`src/rtl/rca_accumulator_pkg.sv`:
```
// Shared types and constants for the RCA-based accumulator.
package rca_accumulator_pkg;

  localparam int DATA_W = 32;

  typedef enum logic [1:0] {
    ST_IDLE  = 2'd0,
    ST_ACCUM = 2'd1,
    ST_DONE  = 2'd2
  } state_t;

  // Two's-complement overflow: equal-signed operands producing a differently signed sum.
  function automatic logic ovf_detect(input logic a_msb, input logic b_msb, input logic s_msb);
    return (a_msb == b_msb) & (s_msb != a_msb);
  endfunction

endpackage

```
`src/rtl/SixteenBitRCA_str.sv`:
```
// 16-bit structural ripple-carry adder built from gate-level full adders.
module SixteenBitRCA_str (
  input  logic [15:0] a,
  input  logic [15:0] b,
  input  logic        c_in,
  output logic [15:0] sum,
  output logic        c_out
);

  logic [16:0] w_c;

  assign w_c[0] = c_in;
  assign c_out  = w_c[16];

  genvar i;
  generate
    for (i = 0; i < 16; i++) begin : g_fa
      assign sum[i]   = a[i] ^ b[i] ^ w_c[i];
      assign w_c[i+1] = (a[i] & b[i]) | (w_c[i] & (a[i] ^ b[i]));
    end
  endgenerate

endmodule

```
`src/rtl/ThirtyTwoBitRCA_str.sv`:
```
// 32-bit structural ripple-carry adder: two 16-bit RCAs with the carry chained between them.
module ThirtyTwoBitRCA_str (
  input  logic [31:0] a,
  input  logic [31:0] b,
  input  logic        c_in,
  output logic [31:0] sum,
  output logic        c_out
);

  logic w_c_mid;

  SixteenBitRCA_str u_lo (
    .a     (a[15:0]),
    .b     (b[15:0]),
    .c_in  (c_in),
    .sum   (sum[15:0]),
    .c_out (w_c_mid)
  );

  SixteenBitRCA_str u_hi (
    .a     (a[31:16]),
    .b     (b[31:16]),
    .c_in  (w_c_mid),
    .sum   (sum[31:16]),
    .c_out (c_out)
  );

endmodule

```
`src/rtl/rca_accumulator.sv`:
```
// Streaming add/subtract accumulator in front of the 32-bit structural RCA,
// with valid/ready operand intake and a sticky-flag result handshake.
module rca_accumulator
  import rca_accumulator_pkg::*;
#(
  parameter int CNT_W = 8
) (
  input  logic              clk,
  input  logic              rst,
  input  logic              start,
  input  logic [CNT_W-1:0]  num_ops,
  input  logic              sub,
  input  logic              in_valid,
  output logic              in_ready,
  input  logic [DATA_W-1:0] in_data,
  output logic              out_valid,
  input  logic              out_ready,
  output logic [DATA_W-1:0] result,
  output logic              carry_flag,
  output logic              ovf_flag,
  output logic              busy
);

  localparam logic [CNT_W-1:0] CNT_ZERO = {CNT_W{1'b0}};
  localparam logic [CNT_W-1:0] CNT_ONE  = {{(CNT_W-1){1'b0}}, 1'b1};

  state_t              r_state;
  state_t              w_next_state;
  logic [DATA_W-1:0]   r_acc;
  logic [CNT_W-1:0]    r_remaining;
  logic                r_carry;
  logic                r_ovf;
  logic [DATA_W-1:0]   w_b;
  logic [DATA_W-1:0]   w_sum;
  logic                w_c_out;
  logic                w_hs;
  logic                w_last;
  logic                w_carry_ev;
  logic                w_ovf_ev;

  // Subtraction is acc + ~data + 1, with the +1 entering as the RCA carry-in.
  assign w_b = sub ? ~in_data : in_data;

  ThirtyTwoBitRCA_str u_rca (
    .a     (r_acc),
    .b     (w_b),
    .c_in  (sub),
    .sum   (w_sum),
    .c_out (w_c_out)
  );

  assign w_hs       = in_valid & in_ready;
  assign w_last     = (r_remaining == CNT_ONE);
  assign w_carry_ev = sub ? ~w_c_out : w_c_out;
  assign w_ovf_ev   = ovf_detect(r_acc[DATA_W-1], w_b[DATA_W-1], w_sum[DATA_W-1]);

  // State register.
  always_ff @(posedge clk) begin
    if (rst) begin
      r_state <= ST_IDLE;
    end else begin
      r_state <= w_next_state;
    end
  end

  // Next-state logic.
  always_comb begin
    w_next_state = r_state;
    case (r_state)
      ST_IDLE: begin
        if (start) begin
          w_next_state = (num_ops != CNT_ZERO) ? ST_ACCUM : ST_DONE;
        end else begin
          w_next_state = ST_IDLE;
        end
      end
      ST_ACCUM: begin
        if (w_hs && w_last) begin
          w_next_state = ST_DONE;
        end else begin
          w_next_state = ST_ACCUM;
        end
      end
      ST_DONE: begin
        if (out_ready) begin
          w_next_state = ST_IDLE;
        end else begin
          w_next_state = ST_DONE;
        end
      end
      default: w_next_state = ST_IDLE;
    endcase
  end

  // Handshake outputs decoded from the state register.
  always_comb begin
    in_ready  = 1'b0;
    out_valid = 1'b0;
    busy      = 1'b0;
    case (r_state)
      ST_IDLE: begin
        in_ready  = 1'b0;
        out_valid = 1'b0;
        busy      = 1'b0;
      end
      ST_ACCUM: begin
        in_ready  = 1'b1;
        busy      = 1'b1;
      end
      ST_DONE: begin
        out_valid = 1'b1;
        busy      = 1'b1;
      end
      default: begin
        in_ready  = 1'b0;
        out_valid = 1'b0;
        busy      = 1'b0;
      end
    endcase
  end

  // Accumulator, sticky flags and remaining-operand counter.
  always_ff @(posedge clk) begin
    if (rst) begin
      r_acc       <= {DATA_W{1'b0}};
      r_remaining <= CNT_ZERO;
      r_carry     <= 1'b0;
      r_ovf       <= 1'b0;
    end else begin
      case (r_state)
        ST_IDLE: begin
          if (start) begin
            r_acc       <= {DATA_W{1'b0}};
            r_remaining <= num_ops;
            r_carry     <= 1'b0;
            r_ovf       <= 1'b0;
          end
        end
        ST_ACCUM: begin
          if (w_hs) begin
            r_acc       <= w_sum;
            r_remaining <= r_remaining - CNT_ONE;
            r_carry     <= r_carry | w_carry_ev;
            r_ovf       <= r_ovf | w_ovf_ev;
          end
        end
        ST_DONE: begin
          r_acc <= r_acc;
        end
        default: begin
          r_acc <= r_acc;
        end
      endcase
    end
  end

  // Result and flags remain readable after DONE until the next start.
  assign result     = r_acc;
  assign carry_flag = r_carry;
  assign ovf_flag   = r_ovf;

endmodule

```
`config.mk`:
```
export PLATFORM = sky130hd
export DESIGN_NAME = rca_accumulator
export DESIGN_NICKNAME = d
export VERILOG_FILES = /design/src/rtl/rca_accumulator_pkg.sv /design/src/rtl/SixteenBitRCA_str.sv /design/src/rtl/ThirtyTwoBitRCA_str.sv /design/src/rtl/rca_accumulator.sv
export SDC_FILE = /design/constraint.sdc
export NUM_CORES = 1
export LEC_CHECK = 0
export CAP_MARGIN = 20
export CORE_MARGIN = 1
export CORE_UTILIZATION = 30
export DETAILED_ROUTE_END_ITERATION = 10
export HOLD_SLACK_MARGIN = 0.15
export PLACE_DENSITY = 0.63
export SETUP_SLACK_MARGIN = 0.2
export SLEW_MARGIN = 20
export SYNTH_ARGS = -nofsm -noshare
export SYNTH_HDL_FRONTEND = slang
export SYNTH_SLANG_ARGS = --single-unit
export TNS_END_PERCENT = 100
```
`constraint.sdc`:
```
create_clock -name clk -period 16.4 [get_ports clk]
set_clock_uncertainty 0.1 [all_clocks]
set_input_delay 3.28 -clock clk [delete_from_list [all_inputs] [get_ports clk]]
set_output_delay 3.28 -clock clk [all_outputs]
set_load 0.01 [all_outputs]
```
==> results.md, run 1 <==
* Hold buffers post-CTS at 0
* Most frequent CP cell: fa_2
* Largest net degree at the start of global routing at 43
* H-tree depth at 2
* Post-layout min period at 15,860 ps
* GRT overflow at 0
* Max Clk Rate at approximately 0.063 GHz
* Final wirelength at 6344 µm
* Top_reg_cell synth: dfxtp_1
* Drt initial violations at 86
* Cell Rows at 35
* Largest area contributor in the netlist: dfxtp_1
* Status: finished, final reports clean
* Via count at 2,291
* Switching power at just over 0.08 mW
* Syn Nets at between 300 and 400
* Synth warn at 0
* Die height at slightly below 100 µm
* Slew HR at ~30%
* WL/cell at between 10 and 15 µm
* Cell area power density at roughly 70 nW/µm²
* Worst Hold Class: flop to flop
* Worst Setup End Kind: flop
* Crit path kind: input port to flop
* Top cell type's share of synthesized area at between 30% and 40%
* RSZ-0062 raised after global routing: no
* Layout Utilization at a little over two fifths
* Clock transition at path regs at around 80 ps
* Arrival time worst endpoint at roughly 16,000 ps
* ANT cells at 0
* CTS root buffer: clkbuf_8
* Maxcap violations at 0
* CTS sink count at 44
* Register area share after synthesis at a little under a third
* Clk_lat worst skew at ~290 ps
* Total CTS buffers at 5
* Switching share of total power at 31.54%
* Remaining DRCs at 0
* Synth unique cells at between 40 and 50
* Mapped Cells at 288
* Slew @ Worst Pin at about 1000 ps
* Combinational Power Share at a little under a third
* Final Wtd Congestion at approximately 0.8
* TritonRoute pass-1 iters at 4
* # Post-CTS Setup Buffers at 0
* Fin nets at ~450
* Critical Path RT at about 17,000 ps
* Final Hold Violating Endpoints at 0
* Final non-filler cell area at 3860 µm²
* Synth Area per Inst at 9.840 µm²
* Total power draw at between 0.2 and 0.3 mW
* Antenna violations before repair at 0
* Peak VDD IR at around 0.03 mV
* Pleak at ~1.4 nW
* Hpwl dp at approximately 4600 µm
* Tcrit/Tclk final at 96.71%
* GR Util All Layers at a little over an eighth
* Worst Setup Start Kind: input port
* Cell Area, Synth at 2834 µm²
* Largest fanout on the critical path at 2
* Int Power at ~0.18 mW
* Crit-path slowest cell: clkdlybuf4s50_1
* PortBufs at 82
* Io pins at 83
* Core Footprint at approximately 9200 µm²
* Area post-placement at 3724 µm²
* Asr flop ratio synth at 0%
* Post-synth EDFFs at 0
* Clock power frac at around a quarter
* Die W at 99.20 µm
* Seq cells post-synth at 44
* Seq pwr share at between 40% and 50%
* Layout filler cell count at slightly above 900
* Number of global-route vias before repair at about 2,300
* Final antenna-violating net count at 0
* Synth area leaders: dfxtp_1 (31%), fa_1 (22%), xor2_1 (9.9%), a22oi_1 (7.4%), nor2_1 (5.4%)
* Area growth from synthesis to layout at 36.20%
* First-pass GRT wire length at roughly 11,000 µm
* DIE AREA at 9840 µm²
* Clock Tree Buf Depth at 2
* Initial Util at 30.82%
* Share of cells above drive strength 1 at roughly 10%
* Max-slew violations at 0
* Vias/cell at about 4.8
* Final setup violation count at 0
* Max incr delay on CP at between 400 and 500 ps
* CTS tree: built
through the flow:
| stage | cells | TNS [ps] | hold WS, ps | setup WS [ps] |
|---|---|---|---|---|
| after floorplan | 288 | 0 | 350.3 | 205.2 |
| after detailed placement | 466 | -1284 | 363.4 | -689.4 |
| after CTS | 473 | 0 | 374.6 | 235.7 |
| after global placement | 466 | -781.0 | 342.2 | -495.2 |
| after global routing | 473 | 0 | 390.4 | 236.4 |
| final | 473 | 0 | 365.3 | 540.2 |
cells by family (layout without fill, tap and decap cells):
logic type | Yosys count | count (layout) | synth area share, %
DFF | 44 | 44 | 31.08
AOI/OAI and AO/OA | 63 | 63 | 15.50
and+or+nand+nor | 76 | 76 | 12.36
buffers and inverters | 32 | 106 | 5.166
xor gates and xnor gates | 34 | 34 | 10.51
muxes | 1 | 1 | 0.3973
adders and majority gates | 38 | 38 | 24.99
critical path: cells and delay by family:
family	cells	cell delay, ps
xor+xnor	1	150
fa+ha+maj	31	11060
mux	1	340
simple gates	1	320
compound gates	1	140
buf+inv	4	700
synth_stat cells, types with 3 or more instances:
cell type and count:
a22oi_1 28, xor2_1 32, nand2_1 8, ha_1 7, nor2_1 41, o21ai_0 5
dfxtp_1 44, nor2b_1 4, fa_1 31, nor3_1 7, buf_4 4, a21oi_1 14
buf_2 9, nor4_1 3, inv_1 13, clkbuf_1 5
metal layers:
layer | global-route usage, % | vias to the layer above | routed length [µm]
li1 | - | 1119 | -
met1 | 17.68 | 1110 | 2867
met2 | 22.70 | 57 | 3086
met3 | 3.725 | 5 | 341
met4 | 3.054 | 0 | 48
met5 | 0 | - | 0
registers in the layout, indices dropped and copies added, names as in the netlist:
register,flops
r_state,2
result,32
ovf_flag,1
r_remaining,8
carry_flag,1
worst paths after layout:
kind | slack [ps] | cells after the start | start | endpoint
min reg2reg | 370 | 2 | ovf_flag | ovf_flag
max | 540 | 39 | in_data[0] | ovf_flag
max reg2reg | 3740 | 38 | result[0] | ovf_flag
min | 370 | 2 | ovf_flag | ovf_flag
what timing repair did:
action	CTS	global route
pin swaps	1	1
resized for setup	14	7
endpoints found under the setup margin	3	2
cell usage in the layout, fill, tap and decap left out, drive strengths merged, types with 2 or more instances in the layout:
cell type / synthesis / layout
a21o: 2 / 2
a21oi: 14 / 14
a22oi: 28 / 28
a31oi: 2 / 2
and2b: 2 / 2
buf: 14 / 5
clkbuf: 5 / 6
clkdlybuf4s50: 0 / 81
dfxtp: 44 / 44
fa: 31 / 31
ha: 7 / 7
inv: 13 / 13
nand2: 8 / 8
nand2b: 2 / 2
nand3: 2 / 2
nand4: 2 / 2
nor2: 41 / 41
nor2b: 4 / 4
nor3: 7 / 7
nor4: 3 / 3
o211ai: 2 / 2
o21ai: 6 / 6
xnor2: 2 / 2
xor2: 32 / 32
power groups by stage:
stage          combinational (mW)  sequential, mW  clock [mW]
4_1_cts                    0.0794           0.119      0.0684
3_3_place_gp               0.0764           0.121           0
6_report                   0.0794           0.119      0.0652
2_1_floorplan              0.0487           0.122           0
5_1_grt                    0.0894           0.120      0.0704
3_5_place_dp               0.0780           0.121           0
layout make-up:
cell class | instances | area, µm² | area share (%)
Multi-Input combinational cell | 212 | 1868 | 48.40
Sequential cell | 44 | 880.8 | 22.82
Timing Repair Buffer | 86 | 845.8 | 21.91
Tap cell | 111 | 138.9 | 3.598
Clock buffer | 6 | 72.57 | 1.880
Inverter | 13 | 48.80 | 1.264
Clock inverter | 1 | 5.005 | 0.1297
Note: power is estimated with default switching activity, not from simulation.
==> run 2, diff against run 1 <==
DONT_BUFFER_PORTS = 1   (was not set)
PLACE_DENSITY = 0.51   (was 0.63)
==> results.md, run 2 (same netlist as run 1, synthesis figures left out) <==
* Status: finished, final reports clean
* Final setup violation count at 0 (unchanged)
* Most frequent CP cell: fa_1
* Cell area power density at 82.64 nW/µm² (+21%)
* Max Clk Rate at 0.06334 GHz (+0.45%)
* Reg2reg path depth at 38 (unchanged)
* Hold endpoint: r_remaining[6]
* R2R Setup Slk at 3250 ps (-490 ps)
* TNS Setup at 0 ps (unchanged)
* Die W at 99.20 µm (unchanged)
* TritonRoute pass-1 iters at 4 (unchanged)
* Crit Reg-Reg Startpoint: result[0]
* Fin nets at 363 (-19%)
* Io pins at 83 (unchanged)
* Area growth from synthesis to layout at 7.240%
* Slew HR at 42.11% (+12 points)
* DIE AREA at 9840 µm² (unchanged)
* Die height at 99.20 µm (unchanged)
* FF-to-FF End: ovf_flag
* Share of cells above drive strength 1 at 8.929% (-1.3 points)
* Critical Path Start: in_data[0]
* Remaining DRCs at 0 (unchanged)
* Vias/cell at 4.959 (+2.4%)
* Fin cells at 391 (-17%)
* WHS Path Cells at 2 (unchanged)
* Hpwl dp at 4560 µm (-1.7%)
* Slew @ Worst Pin at 868.3 ps (-177.4 ps)
* Clock power frac at 29.3% (+4.6 points)
* Total CTS buffers at 5 (unchanged)
* CP delay by family, top: adder cells
* Area post-placement at 2920 µm² (-22%)
* # Post-CTS Setup Buffers at 0 (unchanged)
* Clock Tree Buf Depth at 2 (unchanged)
* Critical Path RT at 16,530 ps (about the same)
* Clock transition at path regs at 90 ps (about the same)
* Max-slew violations at 0 (unchanged)
* Area of the multi-input gates at 1834 µm² (-1.8%)
* PortBufs at 0 (-100%)
* CP bufs+invs at 3 (-1)
* Int Power at 0.1719 mW (-4.8%)
* Seq pwr share at 48.3% (+3.1 points)
* GRT overflow at 0 (unchanged)
* CTS tree: built
* Final non-filler cell area at 3039 µm² (-21%)
* Clk_lat worst skew at 300 ps (about the same)
* Most frequent cells in the layout: dfxtp_1 (44), nor2_1 (40), xor2_1 (32), a22oi_1 (28), fa_1 (21)
* Switching power at 0.07925 mW (-4.7%)
* CTS sink count at 44 (unchanged)
* Number of global-route vias before repair at 2,038 (-11%)
* Via count at 1,939 (-15%)
* Register area at 880.8 µm² (unchanged)
* Final antenna-violating net count at 0 (unchanged)
* Arrival time worst endpoint at 15,920 ps (-70 ps)
* Combinational Power Share at 22.5% (-7.6 points)
* Initial Util at 30.82% (unchanged)
* Crit path kind: input port to flop
* Max reg flops at 32 (unchanged)
* Post-layout min period at 15,790 ps (-71.20 ps)
* Final Hold Violating Endpoints at 0 (unchanged)
* Largest net degree at the start of global routing at 43 (unchanged)
* Worst Setup End Kind: flop
* GR Util All Layers at 13.59% (-0.027 points)
* Total power draw at 0.2511 mW (-4.8%)
* Antenna violations before repair at 0 (unchanged)
* Peak VDD IR at 0.02784 mV (-5.3%)
* Crit-path slowest cell: fa_1
* Layout Utilization at 33.05% (-8.9 points)
* Switching share of total power at 31.56% (about the same)
* H-tree depth at 2 (unchanged)
* Core Footprint at 9196 µm² (unchanged)
* Commonest non-fill, non-tap cell in the layout: dfxtp_1
* Final wirelength at 6350 µm (about the same)
* Layout filler cell count at 965 (+5.7%)
* RSZ-0062 raised after global routing: no
* Largest fanout on the critical path at 2 (unchanged)
* Final Wtd Congestion at 0.7319 (-6.7%)
* ANT cells at 0 (unchanged)
* Maxcap violations at 0 (unchanged)
* Tcrit/Tclk final at 96.27% (-0.43 points)
* Max incr delay on CP at 440 ps (-50 ps)
* Worst Hold Class: flop to flop
* Hold Path Origin: r_remaining[6]
* WL/cell at 16.24 µm (+21%)
* Cell Rows at 35 (unchanged)
* CTS root buffer: clkbuf_8
* Drt initial violations at 50 (-42%)
* Inst Count DP at 383 (-18%)
* Pleak at 1.161 nW (-19%)
* First-pass GRT wire length at 10,560 µm (-2.6%)
* Worst Setup Start Kind: input port
run 2: changes by cell type in the layout (fill, tap and decap cells not counted), sizes merged:
cell and delta:
clkdlybuf4s50 -81, buf -2, clkbuf +1, clkinv -1
clkinvlp +1
run 2: area by class of cell:
cell class / instances / share of cell area, %
multi-input cells: 212 / 60.35
repair buffers: 3 / 1.400
clock buffers: 7 / 2.841
inverters: 13 / 1.606
clock inverters: 1 / 0.2470
flip-flops and latches: 44 / 28.98
well taps: 111 / 4.570
run 2: worst max-delay path by stage:
| stage | to | slack [ps] | cells after the start |
|---|---|---|---|
| 2_1_floorplan | ovf_flag | 210 | 40 |
| 3_3_place_gp | ovf_flag | -190 | 38 |
| 3_5_place_dp | ovf_flag | -280 | 38 |
| 4_1_cts | ovf_flag | 250 | 38 |
| 5_1_grt | ovf_flag | 210 | 38 |
| 6_report | ovf_flag | 610 | 38 |
run 2: power by group through the flow:
| stage | Clock [mW] | Combinational [mW] | Sequential [mW] |
|---|---|---|---|
| 2_1_floorplan | 0 | 0.0487 | 0.122 |
| 3_3_place_gp | 0 | 0.0535 | 0.124 |
| 3_5_place_dp | 0 | 0.0563 | 0.124 |
| 4_1_cts | 0.0777 | 0.0571 | 0.121 |
| 5_1_grt | 0.0820 | 0.0659 | 0.123 |
| 6_report | 0.0735 | 0.0564 | 0.121 |
run 2: stage by stage:
stage          hold WS, ps  setup WS [ps]
4_1_cts              394.2          248.8
2_1_floorplan        350.3          205.2
3_3_place_gp         358.4         -191.3
6_report             391.9          611.4
5_1_grt              422.7          213.1
3_5_place_dp         378.8         -280.0
run 2: layer usage:
metal	GRT usage (%)	vias up	routed length [µm]
met5	0	-	0
met4	2.036	0	19
met3	5.903	2	489
met2	22.43	55	2973
met1	16.84	934	2867
li1	-	948	-
run 2: worst register-to-register path: cells and delay by family (launching register included):
family	cells	cell delay, ps
muxes	1	290
DFF	1	370
buffers and inverters	3	210
adders and majority gates	31	11520
AOI/OAI and AO/OA	1	130
and+or+nand+nor	1	310
xor gates and xnor gates	1	150
run 2: timing repair:
item | CTS | global route
setup endpoints to repair | 2 | 2
hold buffers | 0 | 0
gates resized for setup | 4 | 6
cloned | 0 | 0
